`src/rtl/sigma_delta_popcount.sv`:
```
// Combinational adder-tree popcount of a parallel sigma-delta word.
// Reusable by any block that turns an OUTLEN-bit word into a ones count.
module sigma_delta_popcount #(
  parameter int unsigned OUTLEN = 16,
  localparam int unsigned WIDTH = $clog2(OUTLEN)
) (
  input  logic [OUTLEN-1:0] in,
  output logic [WIDTH:0]    count
);

  localparam int unsigned CW = WIDTH + 1;

  logic [CW-1:0] acc [OUTLEN];

  // In-place pairwise reduction: each level halves the number of partial sums.
  always_comb begin
    for (int i = 0; i < OUTLEN; i++) begin
      acc[i] = CW'(in[i]);
    end
    for (int n = OUTLEN / 2; n >= 1; n = n / 2) begin
      for (int i = 0; i < n; i++) begin
        acc[i] = acc[2*i] + acc[2*i+1];
      end
    end
    count = acc[0];
  end

endmodule

```
`src/rtl/sigma_delta_fast_decimator.sv`:
```
// Sinc^3 CIC decimator for a parallel sigma-delta stream: each en word becomes a
// bipolar count, DEC words are integrated and combed into one signed sample.
module sigma_delta_fast_decimator #(
  parameter int unsigned WIDTH     = 4,
  parameter int unsigned OUTLEN    = 16,
  parameter int unsigned DEC       = 8,
  localparam int unsigned LOG2_DEC  = $clog2(DEC),
  localparam int unsigned OUT_WIDTH = WIDTH + 2 + 3 * LOG2_DEC
) (
  input  logic                        clk,
  input  logic                        rst,
  input  logic                        en,
  input  logic [OUTLEN-1:0]           in,
  output logic signed [OUT_WIDTH-1:0] out,
  output logic                        outValid
);

  localparam logic [LOG2_DEC-1:0] LastCnt = LOG2_DEC'(DEC - 1);

  logic [WIDTH:0]           p;
  logic [OUT_WIDTH-1:0]     x;
  logic [OUT_WIDTH-1:0]     s_q, i1_q, i2_q, i3_q;
  logic [OUT_WIDTH-1:0]     d1_q, d2_q, d3_q, out_q;
  logic [OUT_WIDTH-1:0]     c1, c2, c3;
  logic [LOG2_DEC-1:0]      dec_cnt_q;
  logic                     comb_go_q, out_valid_q;

  sigma_delta_popcount #(
    .OUTLEN(OUTLEN)
  ) u_popcount (
    .in   (in),
    .count(p)
  );

  // Modulo 2^OUT_WIDTH arithmetic throughout; wrap is what keeps the CIC exact.
  always_comb begin
    x  = (OUT_WIDTH'(p) << 1) - OUT_WIDTH'(OUTLEN);
    c1 = i3_q - d1_q;
    c2 = c1 - d2_q;
    c3 = c2 - d3_q;
  end

  always_ff @(posedge clk or posedge rst) begin
    if (rst) begin
      s_q         <= '0;
      i1_q        <= '0;
      i2_q        <= '0;
      i3_q        <= '0;
      d1_q        <= '0;
      d2_q        <= '0;
      d3_q        <= '0;
      out_q       <= '0;
      dec_cnt_q   <= '0;
      comb_go_q   <= 1'b0;
      out_valid_q <= 1'b0;
    end else begin
      comb_go_q   <= en && (dec_cnt_q == LastCnt);
      out_valid_q <= comb_go_q;
      if (en) begin
        s_q       <= x;
        i1_q      <= i1_q + s_q;
        i2_q      <= i2_q + i1_q;
        i3_q      <= i3_q + i2_q;
        dec_cnt_q <= dec_cnt_q + 1'b1;
      end
      // Comb samples the pre-edge i3, so a coincident en loses nothing.
      if (comb_go_q) begin
        d1_q  <= i3_q;
        d2_q  <= c1;
        d3_q  <= c2;
        out_q <= c3;
      end
    end
  end

  assign out      = out_q;
  assign outValid = out_valid_q;

endmodule

```
`config.mk`:
```
export PLATFORM = sky130hd
export DESIGN_NAME = sigma_delta_fast_decimator
export DESIGN_NICKNAME = d
export VERILOG_FILES = /design/src/rtl/sigma_delta_popcount.sv /design/src/rtl/sigma_delta_fast_decimator.sv
export SDC_FILE = /design/constraint.sdc
export NUM_CORES = 1
export LEC_CHECK = 0
export BUFFER_PORTS_ARGS = -buffer_cell sky130_fd_sc_hd__buf_2
export CORE_MARGIN = 2
export CORE_UTILIZATION = 60
export CTS_CLUSTER_SIZE = 30
export DETAILED_ROUTE_END_ITERATION = 7
export MAX_ROUTING_LAYER = met4
export PLACE_DENSITY = 0.8
export SLEW_MARGIN = 15
export SYNTH_ARGS = -nofsm -noshare
export SYNTH_HDL_FRONTEND = slang
export SYNTH_SLANG_ARGS = --single-unit
```
`constraint.sdc`:
```
create_clock -name clk -period 6.4 [get_ports clk]
set_input_delay 0.64 -clock clk [delete_from_list [all_inputs] [get_ports clk]]
set_output_delay 0.64 -clock clk [all_outputs]
set_load 0.02 [all_outputs]
```
# After elaboration in Yosys (flattened, before gate mapping)
# Cells that the tools add are included.
# classes
add_sub_neg	23
eq_ne	1
n_reduce_logical	1
# ops
op	n
$add A15 B15 Y15	3
$sub A15 B15 Y15	3
$add A5 B5 Y5	7
$add A1 B1 Y2	8
$sub A6 B5 Y7 const B	1
$add A3 B1 Y3 const B	1
$eq A3 B3 Y1 const B	1
$logic_and A1 B1 Y1	1
# totals
regBits	125
input_bits	19
word_cells	36

# Depth between registers and ports, before layout
# logic_depth
word_depth	5
mapped_depth	24

# Modules after synthesis
# From an unflattened synthesis, not the netlist that was laid out.
# hier_totals
hier_cells	831
area_unflattened_um2	8020.2
# modules_own_cells
mod	n_inst	cells_each	area_per_inst_um2	seq_area_each_um2
sigma_delta_fast_decimator	1	784	7571.0	2727.6
sigma_delta_popcount	1	47	449.2	0.0

# Least setup slack after synthesis
# OpenSTA, ideal clock, no wires.
# synth_timing
path_kind	register -> register
from	register i3_q[1]
to	register out_q[14], in the netlist out[14]
setup_ps	137
t_arrival_ps	4272
path_slack_ps	1991
stages_incl_launch_ff	23
n_path_buf	0
period_less_slack_ps	4409
cell_sequence	dfrtp_1 inv_1 ha_1 o21a_1 o21a_1 o21ai_1 a21boi_1 o21ai_1 nor2b_1 xnor2_1 ha_1 o41ai_2 xnor2_1 ha_1 and2_1 o21ai_0 o31ai_1 or4_1 a31oi_1 o21bai_1 xor2_1 xnor2_1 a21oi_1
# synth_between
elab_chain_cells	3
# synth_lines
item	line_no	rtl
from (decl)	sigma_delta_fast_decimator.sv:22	logic [OUT_WIDTH-1:0] s_q, i1_q, i2_q, i3_q;
from (signal assigned)	sigma_delta_fast_decimator.sv:63	i3_q <= i3_q + i2_q;
$sub A15 B15 Y15	sigma_delta_fast_decimator.sv:38	c1 = i3_q - d1_q;
via c1[7]	sigma_delta_fast_decimator.sv:24	logic [OUT_WIDTH-1:0] c1, c2, c3;
$sub A15 B15 Y15	sigma_delta_fast_decimator.sv:39	c2 = c1 - d2_q;
via c2[8]	sigma_delta_fast_decimator.sv:24	
$sub A15 B15 Y15	sigma_delta_fast_decimator.sv:40	c3 = c2 - d3_q;
to (signal assigned)	sigma_delta_fast_decimator.sv:52	out_q <= '0;
to (signal assigned)	sigma_delta_fast_decimator.sv:71	out_q <= c3;
to (decl)	sigma_delta_fast_decimator.sv:23	logic [OUT_WIDTH-1:0] d1_q, d2_q, d3_q, out_q;
# The timed path passes the listed nets, and every way through them passes these cells.
# A chain may end at the register's enable or synchronous reset.

# Worst setup path after layout
# layout_timing
from	register i3_q[2]
to	register out_q[14], in the netlist out[14]
# The elaborated chain is that of the path after synthesis.

==> impl.org <==
** Logic synthesis
- Most area-consuming cells after synthesis :: sky130_fd_sc_hd__dfrtp_1 (35%), sky130_fd_sc_hd__ha_1 (15%), sky130_fd_sc_hd__mux2_2 (6.7%), sky130_fd_sc_hd__xnor2_1 (5.4%), sky130_fd_sc_hd__inv_1 (4.1%)
- Area of the mapped netlist :: ~8000 sq um
- Share of the synthesized area in the top cell type :: 0.350
- The most used flip-flop cell after synthesis is sky130_fd_sc_hd__dfrtp_1.
- Leading cell type by number of instances after synthesis :: sky130_fd_sc_hd__dfrtp_1
- The share of the Yosys chip area taken by registers is 0.350.
- Synth unique cells :: 53
- Yosys warning count :: 0
- Averaged over all synthesized cells, the footprint is roughly 9.6 sq um.
- Share of synthesized flip-flops with an asynchronous set or reset :: 1.00
- Number of synthesized register bits :: 109
- Count of flip-flops with a built-in enable after synthesis :: 0
- After technology mapping, the gate count stands at roughly 810.
- Top cells by instance count after synthesis :: sky130_fd_sc_hd__dfrtp_1 (109), sky130_fd_sc_hd__ha_1 (95), sky130_fd_sc_hd__inv_1 (86)
- Library cell occupying the most area in the post-synthesis netlist :: sky130_fd_sc_hd__dfrtp_1

** Setup path
- Across all register-to-register paths, the minimum setup slack is ~1.6 ns.
- Worst Setup Start Kind :: flop
- Data required time of the worst path :: 6.61 ns
- Signal arrival time at the worst endpoint :: 5.04 ns
- Along the worst path, the maximum fanout reaches 4.
- The setup path with the least slack is of type flop to flop.
- Worst reg2reg path depth :: 21
- The worst setup path is captured at a flop.

** Final layout
- Area used by multi-input combinational logic :: between 4000 and 5000 sq um
- The sequential cells in the finished layout cover a total of roughly 2700 sq um.
- Utilization after layout :: 0.664
- For this run, the post-layout net count is roughly 970.
- 0 antenna diodes ended up in the layout.
- Synth-to-layout area growth :: 8.00%
- In the final layout, the share of cells above drive strength 1 is 0.121.
- Total of fill cells in the finished design :: about 1,000

** Clock network
- In this run the post-CTS setup repair buffer count came out at 0.
- For the worst-skew pair, the clock arrives at the later sink with an insertion delay of approximately 0.35 ns.
- Clock tree from TritonCTS :: built
- The longest clock path from root to sink contains 2 buffers.
- Post-CTS Resized :: 0
- Clock sink count :: approximately 110
- Clock-pin slew was measured on the worst setup and hold paths at 0.07 ns.
- For this design, the CTS-stage hold fixing added 0 buffers.
- Htree depth :: 3
- The tree is rooted in a sky130_fd_sc_hd__clkbuf_16.
- Buffers inserted during clock tree synthesis total 9.

** Global route
- The first global-routing pass estimated 26,000 um of wire.
- The via count of the first global-routing pass was between 5,000 and 6,000.
- GRT Total Usage :: 0.230
- Entering global routing, the biggest net connects 75 pins.
- Total global routing overflow :: 0
- The initial antenna violation count was 0.

** Floorplanning
- I/O Pins :: 35
- After floorplanning, the core was divided into 41 placement rows.
- Core footprint :: approximately 13,000 sq um
- Measured along the x axis, the die boundary spans 118 um.
- Vertical extent of the die :: between 100 and 150 um
- The die covers approximately 14,000 sq um.
- Initial core utilization :: 0.615

** STA
- Count of endpoints failing hold in the final timing report :: 0
- Total Neg Setup Slack :: 0 ns
- Setup repair after global routing left no endpoint under its margin.
- For the final database, setup skew stands at around 0.0054 ns.
- Setup violations remaining at the end of the flow were counted as 0.
- Dividing the final minimum period by the clock period gives 0.755.
- For the pin with the worst max-slew slack, the measured transition is ~0.9 ns.
- Timing would allow up to between 0.2 and 0.25 GHz.
- Counting I/O delays and the setup requirement, the final critical path takes 4.83 ns.
- Final count of pins violating max slew :: 0
- Headroom to the max-slew limit came out at 0.400.

** Min path
- Class of the tightest hold or removal check :: primary input to asynchronous set/reset pin

** Placement
- HPWL reported at the end of detailed placement :: 10,800 um
- During placement, the flow inserted port buffers numbering 33.
- At the end of routability-driven placement, the weighted congestion stood at ~0.86.

** Job
- Across the run, the number of max-cap violations was 0.

** Routing
- First-pass iteration count of the detailed router :: 4
- Final antenna-violating net count :: 0
- In the routed design, unresolved DRC markers number 0.
- After detailed routing, the average wire length per cell comes to around 14 um.
- The routed layout has about 5,700 vias.
- Using the TritonRoute via totals, the vias-per-cell ratio works out to about 5.6.
- In this run, the number of DRC markers left after iteration 0 of detailed routing was between 200 and 300.
- The routed design has about 14,000 um of wire.

** Outcome
- Result of the run :: finished, final reports clean
==> cells in the final DEF, fill, tap and decap left out, types with 20 or more instances in the layout <==
cell type	Yosys	routed
sky130_fd_sc_hd__nand2_1	67	67
sky130_fd_sc_hd__nor2_1	62	62
sky130_fd_sc_hd__xor2_1	21	21
sky130_fd_sc_hd__xnor2_1	48	48
sky130_fd_sc_hd__buf_2	0	33
sky130_fd_sc_hd__dfrtp_1	109	108
sky130_fd_sc_hd__mux2_2	46	46
sky130_fd_sc_hd__a21oi_1	43	43
sky130_fd_sc_hd__ha_1	95	95
sky130_fd_sc_hd__o21ai_0	41	41
sky130_fd_sc_hd__o21a_1	20	20
sky130_fd_sc_hd__inv_1	86	85
==> path summary, 6_finish.rpt <==
kind,startpoint,endpoint
min in group clk,out[3],out[3]
max reg2reg,i3_q[2],out[14]
min reg2reg,out[3],out[3]
max in group asynchronous,rst,comb_go_q
min,rst,i1_q[2]
max,i3_q[2],out[14]
==> routing by layer <==
layer  track usage  part of all wire  up-vias
met1         0.258              0.43     2754
li1              -                 -     2855
met3        0.0441             0.025       21
met2         0.416              0.53       75
met4        0.0685             0.014        0
met5             -                 0        -
==> layout make-up <==
class                           instances  area share
Clock inverter                          3     0.00238
Sequential cell                       109       0.324
Multi-Input combinational cell        601       0.555
Inverter                               87      0.0391
Tap cell                              172      0.0256
Clock buffer                           13      0.0309
Timing Repair Buffer                   36      0.0223
==> state kept, by name, indices dropped and copies added (netlist names), 3 cells and up <==
signal	cells
s_q	6
out	14
d1_q	14
d3_q	14
i2_q	14
d2_q	14
i1_q	14
dec_cnt_q	3
i3_q	14
==> cell families (layout without fill, tap and decap cells) <==
logic type	Yosys count	in the layout	share of synthesized area
AOI/OAI and AO/OA	190	190	0.156
xor gates and xnor gates	70	70	0.0806
adders and majority gates	111	111	0.194
buffers and inverters	105	139	0.0511
DFF	109	109	0.350
muxes	48	48	0.0697
other	2	4	0.000964
and+or+nand+nor	178	178	0.0980
==> through the flow <==
step | instances | setup slack [ns] | hold slack [ns] | area, sq um
4_1_cts | 1021 | 1.59 | 0.305 | 8410
3_5_place_dp | 1005 | 1.62 | 0.463 | 8130
2_1_floorplan | 815 | 1.99 | 0.370 | 7800
6_report | 1021 | 1.57 | 0.294 | 8410
3_3_place_gp | 1005 | 1.72 | 0.458 | 8130
5_1_grt | 1021 | 1.04 | 0.322 | 8410
==> critical path, cell delays in order, from the launching register on <==
cell,delay (ns)
sky130_fd_sc_hd__dfrtp_1,0.42
sky130_fd_sc_hd__ha_1,0.35
sky130_fd_sc_hd__nor2b_1,0.16
sky130_fd_sc_hd__o31ai_1,0.43
sky130_fd_sc_hd__a21boi_1,0.18
sky130_fd_sc_hd__o21ai_1,0.17
sky130_fd_sc_hd__nand2b_1,0.08
sky130_fd_sc_hd__a21oi_1,0.17
sky130_fd_sc_hd__xnor2_1,0.10
sky130_fd_sc_hd__ha_1,0.22
sky130_fd_sc_hd__or3_1,0.34
sky130_fd_sc_hd__o211a_1,0.24
sky130_fd_sc_hd__o21a_1,0.17
sky130_fd_sc_hd__nor2_1,0.11
sky130_fd_sc_hd__xnor2_1,0.09
sky130_fd_sc_hd__ha_1,0.23
sky130_fd_sc_hd__or4_1,0.58
sky130_fd_sc_hd__a31oi_1,0.19
sky130_fd_sc_hd__o21bai_1,0.09
sky130_fd_sc_hd__xor2_1,0.16
sky130_fd_sc_hd__xnor2_1,0.13
sky130_fd_sc_hd__a21oi_1,0.08
Power is left out: the tool's default activity adds up to more than one toggle a clock period on the data nets, which glitch-free logic cannot reach.
